File: src/rtl/riscv_irq_ctrl_if.sv
// Word-addressed register bus shared with the LSU/ext_mem path.
// The master drives the request side; the slave returns registered rd/ready.
interface riscv_irq_ctrl_if;
  logic        req;
  logic        we;
  logic [3:0]  be;
  logic [31:0] addr;
  logic [31:0] wd;
  logic [31:0] rd;
  logic        ready;

  modport master (output req, we, be, addr, wd, input  rd, ready);
  modport slave  (input  req, we, be, addr, wd, output rd, ready);
endinterface

File: src/rtl/riscv_irq_ctrl.sv
// Interrupt controller: latches source events, masks/prioritises them and holds one request until mret.
// Optional macro IRQ_LEVEL_MODE_EN adds a LEVEL register for level-sensitive sources.
module riscv_irq_ctrl #(
  parameter int N_SRC      = 16,
  parameter int CAUSE_BASE = 16
) (
  input  logic             clk_i,
  input  logic             rst_i,
  input  logic [N_SRC-1:0] irq_src_i,
  output logic             irq_req_o,
  input  logic             irq_ret_i,
  output logic [31:0]      irq_cause_o,
  riscv_irq_ctrl_if.slave  mem
);
  localparam int IW = (N_SRC > 1) ? $clog2(N_SRC) : 1;

  typedef enum logic {IDLE, ACTIVE} state_t;

  state_t           state_q, state_d;
  logic [N_SRC-1:0] pending_q, mask_q, prev_q, level_q;
  logic             en_q;
  logic [IW-1:0]    idx_q, idx_d;
  logic [31:0]      cause_q;

  logic [N_SRC-1:0] armed, set_vec, clr_vec, ret_vec, bm;
  logic [31:0]      bm32, rdata;
  logic [2:0]       sel;
  logic             wr, ret_fire, take;

  assign sel      = mem.addr[4:2];
  assign wr       = mem.req & mem.we;
  assign bm32     = {{8{mem.be[3]}}, {8{mem.be[2]}}, {8{mem.be[1]}}, {8{mem.be[0]}}};
  assign bm       = bm32[N_SRC-1:0];
  assign armed    = pending_q & mask_q;
  assign ret_fire = (state_q == ACTIVE) && irq_ret_i;

  logic unused_bits;
  assign unused_bits = ^{mem.addr[31:5], mem.addr[1:0], mem.wd[31:N_SRC], bm32[31:N_SRC]};

  // Lowest-numbered armed source wins.
  always_comb begin
    idx_d = '0;
    for (int i = N_SRC - 1; i >= 0; i--)
      if (armed[i]) idx_d = IW'(i);
  end

  always_comb begin
    ret_vec = '0;
    if (ret_fire) ret_vec[idx_q] = 1'b1;
  end

  assign clr_vec = ret_vec | ((wr && sel == 3'd0) ? (mem.wd[N_SRC-1:0] & bm) : '0);

`ifdef IRQ_LEVEL_MODE_EN
  // Level sources skip the ret cycle so the handler sees the clear before re-assertion.
  assign set_vec = (irq_src_i & ~prev_q & ~level_q) | (irq_src_i & level_q & ~ret_vec);
`else
  assign set_vec = irq_src_i & ~prev_q;
  assign level_q = '0;
`endif

  // FSM: state register
  always_ff @(posedge clk_i) begin
    if (rst_i) state_q <= IDLE;
    else       state_q <= state_d;
  end

  // FSM: next state
  always_comb begin
    state_d = state_q;
    take    = 1'b0;
    case (state_q)
      IDLE:   if (en_q && |armed) begin state_d = ACTIVE; take = 1'b1; end
      ACTIVE: if (irq_ret_i) state_d = IDLE;
      default: state_d = IDLE;
    endcase
  end

  // FSM: outputs
  always_comb begin
    irq_req_o   = (state_q == ACTIVE);
    irq_cause_o = cause_q;
  end

  // Set terms are OR'd after the clear so a same-cycle rise always survives.
  always_ff @(posedge clk_i) begin
    if (rst_i) begin
      pending_q <= '0;
      prev_q    <= '0;
      idx_q     <= '0;
      cause_q   <= '0;
    end else begin
      prev_q    <= irq_src_i;
      pending_q <= (pending_q & ~clr_vec) | set_vec;
      if (take) begin
        idx_q   <= idx_d;
        cause_q <= {1'b1, 26'b0, 5'(CAUSE_BASE) + 5'(idx_d)};
      end
    end
  end

  always_ff @(posedge clk_i) begin
    if (rst_i) begin
      mask_q <= '0;
      en_q   <= 1'b0;
    end else if (wr) begin
      if (sel == 3'd1) mask_q <= (mask_q & ~bm) | (mem.wd[N_SRC-1:0] & bm);
      if (sel == 3'd3 && mem.be[0]) en_q <= mem.wd[0];
    end
  end

`ifdef IRQ_LEVEL_MODE_EN
  always_ff @(posedge clk_i) begin
    if (rst_i)                   level_q <= '0;
    else if (wr && sel == 3'd4)  level_q <= (level_q & ~bm) | (mem.wd[N_SRC-1:0] & bm);
  end
`endif

  always_comb begin
    rdata = '0;
    case (sel)
      3'd0: rdata = 32'(pending_q);
      3'd1: rdata = 32'(mask_q);
      3'd2: rdata = cause_q;
      3'd3: rdata = {31'b0, en_q};
`ifdef IRQ_LEVEL_MODE_EN
      3'd4: rdata = 32'(level_q);
`endif
      default: rdata = '0;
    endcase
  end

  // Read data is captured at the request edge, before any same-edge write lands.
  always_ff @(posedge clk_i) begin
    if (rst_i) begin
      mem.rd    <= '0;
      mem.ready <= 1'b0;
    end else begin
      mem.rd    <= (mem.req && !mem.we) ? rdata : '0;
      mem.ready <= mem.req;
    end
  end
endmodule
File: src/flat_wrapper.sv
// flat-port wrapper written by rule: the top's interface ports become plain ports
module riscv_irq_ctrl_flat 
#(
  parameter int N_SRC      = 16,
  parameter int CAUSE_BASE = 16
)
  (clk_i, rst_i, irq_src_i, irq_req_o, irq_ret_i, irq_cause_o, mem_req, mem_we, mem_be, mem_addr, mem_wd, mem_rd, mem_ready);
  riscv_irq_ctrl_if mem_i ();
  input  logic clk_i;
  input  logic rst_i;
  input  logic [N_SRC-1:0] irq_src_i;
  output logic irq_req_o;
  input  logic irq_ret_i;
  output logic [31:0] irq_cause_o;
  input wire logic [$bits(mem_i.req)-1:0] mem_req;
  input wire logic [$bits(mem_i.we)-1:0] mem_we;
  input wire logic [$bits(mem_i.be)-1:0] mem_be;
  input wire logic [$bits(mem_i.addr)-1:0] mem_addr;
  input wire logic [$bits(mem_i.wd)-1:0] mem_wd;
  output wire logic [$bits(mem_i.rd)-1:0] mem_rd;
  output wire logic [$bits(mem_i.ready)-1:0] mem_ready;
  assign mem_i.req = mem_req;
  assign mem_i.we = mem_we;
  assign mem_i.be = mem_be;
  assign mem_i.addr = mem_addr;
  assign mem_i.wd = mem_wd;
  assign mem_rd = mem_i.rd;
  assign mem_ready = mem_i.ready;
  riscv_irq_ctrl #(.N_SRC(N_SRC), .CAUSE_BASE(CAUSE_BASE)) u_core (.clk_i(clk_i), .rst_i(rst_i), .irq_src_i(irq_src_i), .irq_req_o(irq_req_o), .irq_ret_i(irq_ret_i), .irq_cause_o(irq_cause_o), .mem(mem_i));
endmodule
File: config.mk
export PLATFORM = sky130hd
export DESIGN_NAME = riscv_irq_ctrl_flat
export DESIGN_NICKNAME = d
export VERILOG_FILES = /design/src/rtl/riscv_irq_ctrl_if.sv /design/src/rtl/riscv_irq_ctrl.sv /design/src/flat_wrapper.sv
export SDC_FILE = /design/constraint.sdc
export NUM_CORES = 1
export LEC_CHECK = 0
export ABC_AREA = 0
export BUFFER_PORTS_ARGS = -buffer_cell sky130_fd_sc_hd__buf_2
export CAP_MARGIN = 20
export CORE_MARGIN = 10
export CORE_UTILIZATION = 50
export CTS_CLUSTER_SIZE = 30
export DETAILED_ROUTE_END_ITERATION = 8
export PLACE_DENSITY = 0.85
export SYNTH_ARGS = -nofsm -noshare
export SYNTH_HDL_FRONTEND = slang
export SYNTH_SLANG_ARGS = --single-unit
export TNS_END_PERCENT = 30
File: constraint.sdc
create_clock -name clk_i -period 3.8 [get_ports clk_i]
set_input_delay 0.57 -clock clk_i [delete_from_list [all_inputs] [get_ports clk_i]]
set_output_delay 0.57 -clock clk_i [all_outputs]
set_load 0.05 [all_outputs]
==> run_results.csv <==
group,metric,value,unit
worst_setup_path,cp_max_fo,24,
clock_tree,cts_tree,"built",
drt,wl_per_cell,16.9,µm
sta,finalCriticalPeriod,1.91,ns
yosys,async_reset_ff_share,0,%
drt,routed-wl-met2,4100,µm
yosys,synth_most_common_cell,"dfxtp_1",
yosys,synth_edf_count,0,
yosys,synth_cell_types,46,
yosys,yosys-top-cells-count,"dfxtp_1 (73), nor2_1 (49), buf_4 (43), mux2i_1 (33), a21oi_1 (22)",
sta,max_freq,523,MHz
sta,period_share,50.3,%
yosys,yosys_register_bits,73,
pwr,peakVddDrop,0.238,mV
clock_tree,clkTransAtPathRegs,0.07,ns
global_route,gr-usage-all-layers,16.5,%
placement,dp_cells,488,
global_route,antenna_found_initial,0,
clock_tree,holdBufCountCts,0,
run_status,status,"finished clean",
floorplan,die_area,10300,µm²
clock_tree,cts_made_buffers,9,
placement,dp_worst_setup_slack,1.63,ns
clock_tree,insertion_delay,0.35,ns
sta,timing.final.max_slew_violations,0,
sta,rsz0062_at_grt,"false",
yosys,yosysSeqAreaShare,43.9,%
final_layout,fin_cells,503,
sta,maxSlewHeadroom,51.2,%
drt,drt_iter0_drc,257,
drt,wl_met1,3470,µm
floorplan,die_h,102,µm
pwr,power_density,448,nW/µm²
yosys,netlist_area,3330,µm²
placement,dpl.hpwl,6230,µm
clock_tree,cts.sinks,73,
sta,setup_tns,0,ns
clock_tree,cts.repair.resized,0,
sta,fin_worst_skew,0.00676,ns
drt,drc,0,
floorplan,core.rowCount,29,
sta,worst_pin_slew,0.732,ns
drt,wl,8520,µm
final_layout,final_layout_size_suffix_gt1_share,20.2,%
floorplan,boundaryPins,155,
yosys,synth.largest_area_cell,"dfxtp_1",
clock_tree,postCtsSetupBuffers,0,
yosys,avgSynthCellArea,9.19,µm²
drt,vias_per_cell,5.41,
worst_setup_path,r2r_setup_slack,2.08,ns
yosys,syn_inst,362,
placement,gp_congestion,0.935,
final_layout,layout-area-overhead-vs-synth,12.1,%
pwr,p_leak,1.65,nW
final_layout,final_nets,511,
worst_setup_path,cp-end-kind,"flop",
floorplan,core-area,6420,µm²
sta,hold_viol_final,0,
worst_setup_path,cp.arrival,2.13,ns
drt,ant_nets,0,
clock_tree,h-tree-depth,3,
worst_setup_path,start_kind,"input pin",
sta,fin_ws,1.89,ns
yosys,synthFlopType,"dfxtp_1",
sta,setup_viol,0,
drt,vias,2719,
drt,top_layer_used,"met4",
floorplan,start_util,51.8,%
floorplan,die_w,102,µm
global_route,grt_overflow,0,
yosys,synth.area.top_cells,"dfxtp_1 (44%), mux2i_1 (9.9%), buf_4 (9.7%), nor2_1 (5.5%), a32o_1 (4.8%)",
hold_path,hold_path.class,"in -> reg",
final_layout,fillCellCount,577,
clock_tree,cts-root-buf,"clkbuf_8",
placement,io_buffers,66,
worst_setup_path,crit_type,"in -> reg",
final_layout,antenna_cells,0,
global_route,grt_first_pass_wirelength,13600,µm
global_route,grt_max_degree,37,
clock_tree,cts_max_path_buffers,2,
drt,route.met3.wl,764,µm
global_route,grt_pass1_vias,2777,
yosys,yosysWarnings,0,
yosys,synth.top_cell.area_share,43.9,%
drt,drt_pre_antenna_iters,4,
worst_setup_path,required,4.02,ns
job,maxCapViolations,0,
==> cells by family (layout without fill, tap and decap cells) <==
| family | after synthesis | after routing | share of synthesized area, % |
|---|---|---|---|
| buf+inv | 76 | 100 | 13.8 |
| simple gates | 113 | 113 | 16.9 |
| mux | 34 | 34 | 10.3 |
| compound gates | 65 | 65 | 14.9 |
| flops | 73 | 73 | 43.9 |
| other cells | 1 | 41 | 0.113 |
==> path summary, 6_finish.rpt <==
kind | cells after the start | end | start
worst max-delay path | 4 | flop | mem_addr[2]
worst min-delay path | 3 | u_core.prev_q[10] | irq_src_i[10]
worst max register to register | 5 | u_core.idx_q[2] | u_core.pending_q[1]
worst min register to register | 1 | u_core.pending_q[10] | u_core.prev_q[10]
==> layer usage <==
metal	GRT usage, %	vias up
met2	27.1	128
met3	4.15	18
met1	19.4	1279
met4	8.58	0
met5	0	-
li1	-	1294
==> stage by stage <==
stage | area (µm²) | hold WS, ns | total power, mW | util [%]
final | 3730 | 0.420 | 1.67 | 58.0
after global routing | 3730 | 0.437 | 1.72 | 58.0
after CTS | 3730 | 0.409 | 1.67 | 58.0
after detailed placement | 3520 | 0.445 | 1.03 | 54.8
after global placement | 3520 | 0.406 | 1.02 | 54.8
after floorplan | 3480 | 0.399 | 1.02 | -
==> report_power, final <==
part           total (mW)  switching, mW  internal, mW
combinational       0.197          0.147        0.0496
clock               0.653          0.269         0.384
sequential          0.820         0.0263         0.794
==> cell usage in the layout (no fill, tap or decap), types with 2 or more instances in the layout <==
| master | n |
|---|---|
| nand2b_1 | 5 |
| nand3_1 | 6 |
| clkbuf_1 | 2 |
| nor2b_1 | 17 |
| a22o_1 | 3 |
| or3_1 | 2 |
| nor2_1 | 49 |
| mux2i_1 | 33 |
| a32oi_1 | 2 |
| a22oi_1 | 5 |
| nor4_1 | 2 |
| conb_1 | 41 |
| bufinv_16 | 2 |
| nand4_1 | 3 |
| a21oi_1 | 22 |
| o31ai_1 | 2 |
| nand4b_1 | 2 |
| buf_2 | 66 |
| nand2_1 | 16 |
| a32o_1 | 16 |
| nor3_1 | 4 |
| a222oi_1 | 2 |
| o21ai_0 | 2 |
| inv_1 | 18 |
| clkbuf_8 | 10 |
| dfxtp_1 | 73 |
==> worst max-delay path, cell delays in order <==
cell     delay, ns
buf_2         0.53
nand3_1       0.60
mux2i_1       0.36
nor2_1        0.06
==> final cells by class <==
| type | count | area [µm²] | share of cell area (%) |
|---|---|---|---|
| Clock buffer | 12 | 145 | 3.89 |
| Clock inverter | 3 | 65.1 | 1.75 |
| Inverter | 18 | 67.6 | 1.81 |
| Multi-Input combinational cell | 253 | 1550 | 41.7 |
| Sequential cell | 73 | 1460 | 39.2 |
| Tap cell | 77 | 96.3 | 2.58 |
| Timing Repair Buffer | 67 | 338 | 9.06 |
(Power assumes the default switching activity.)
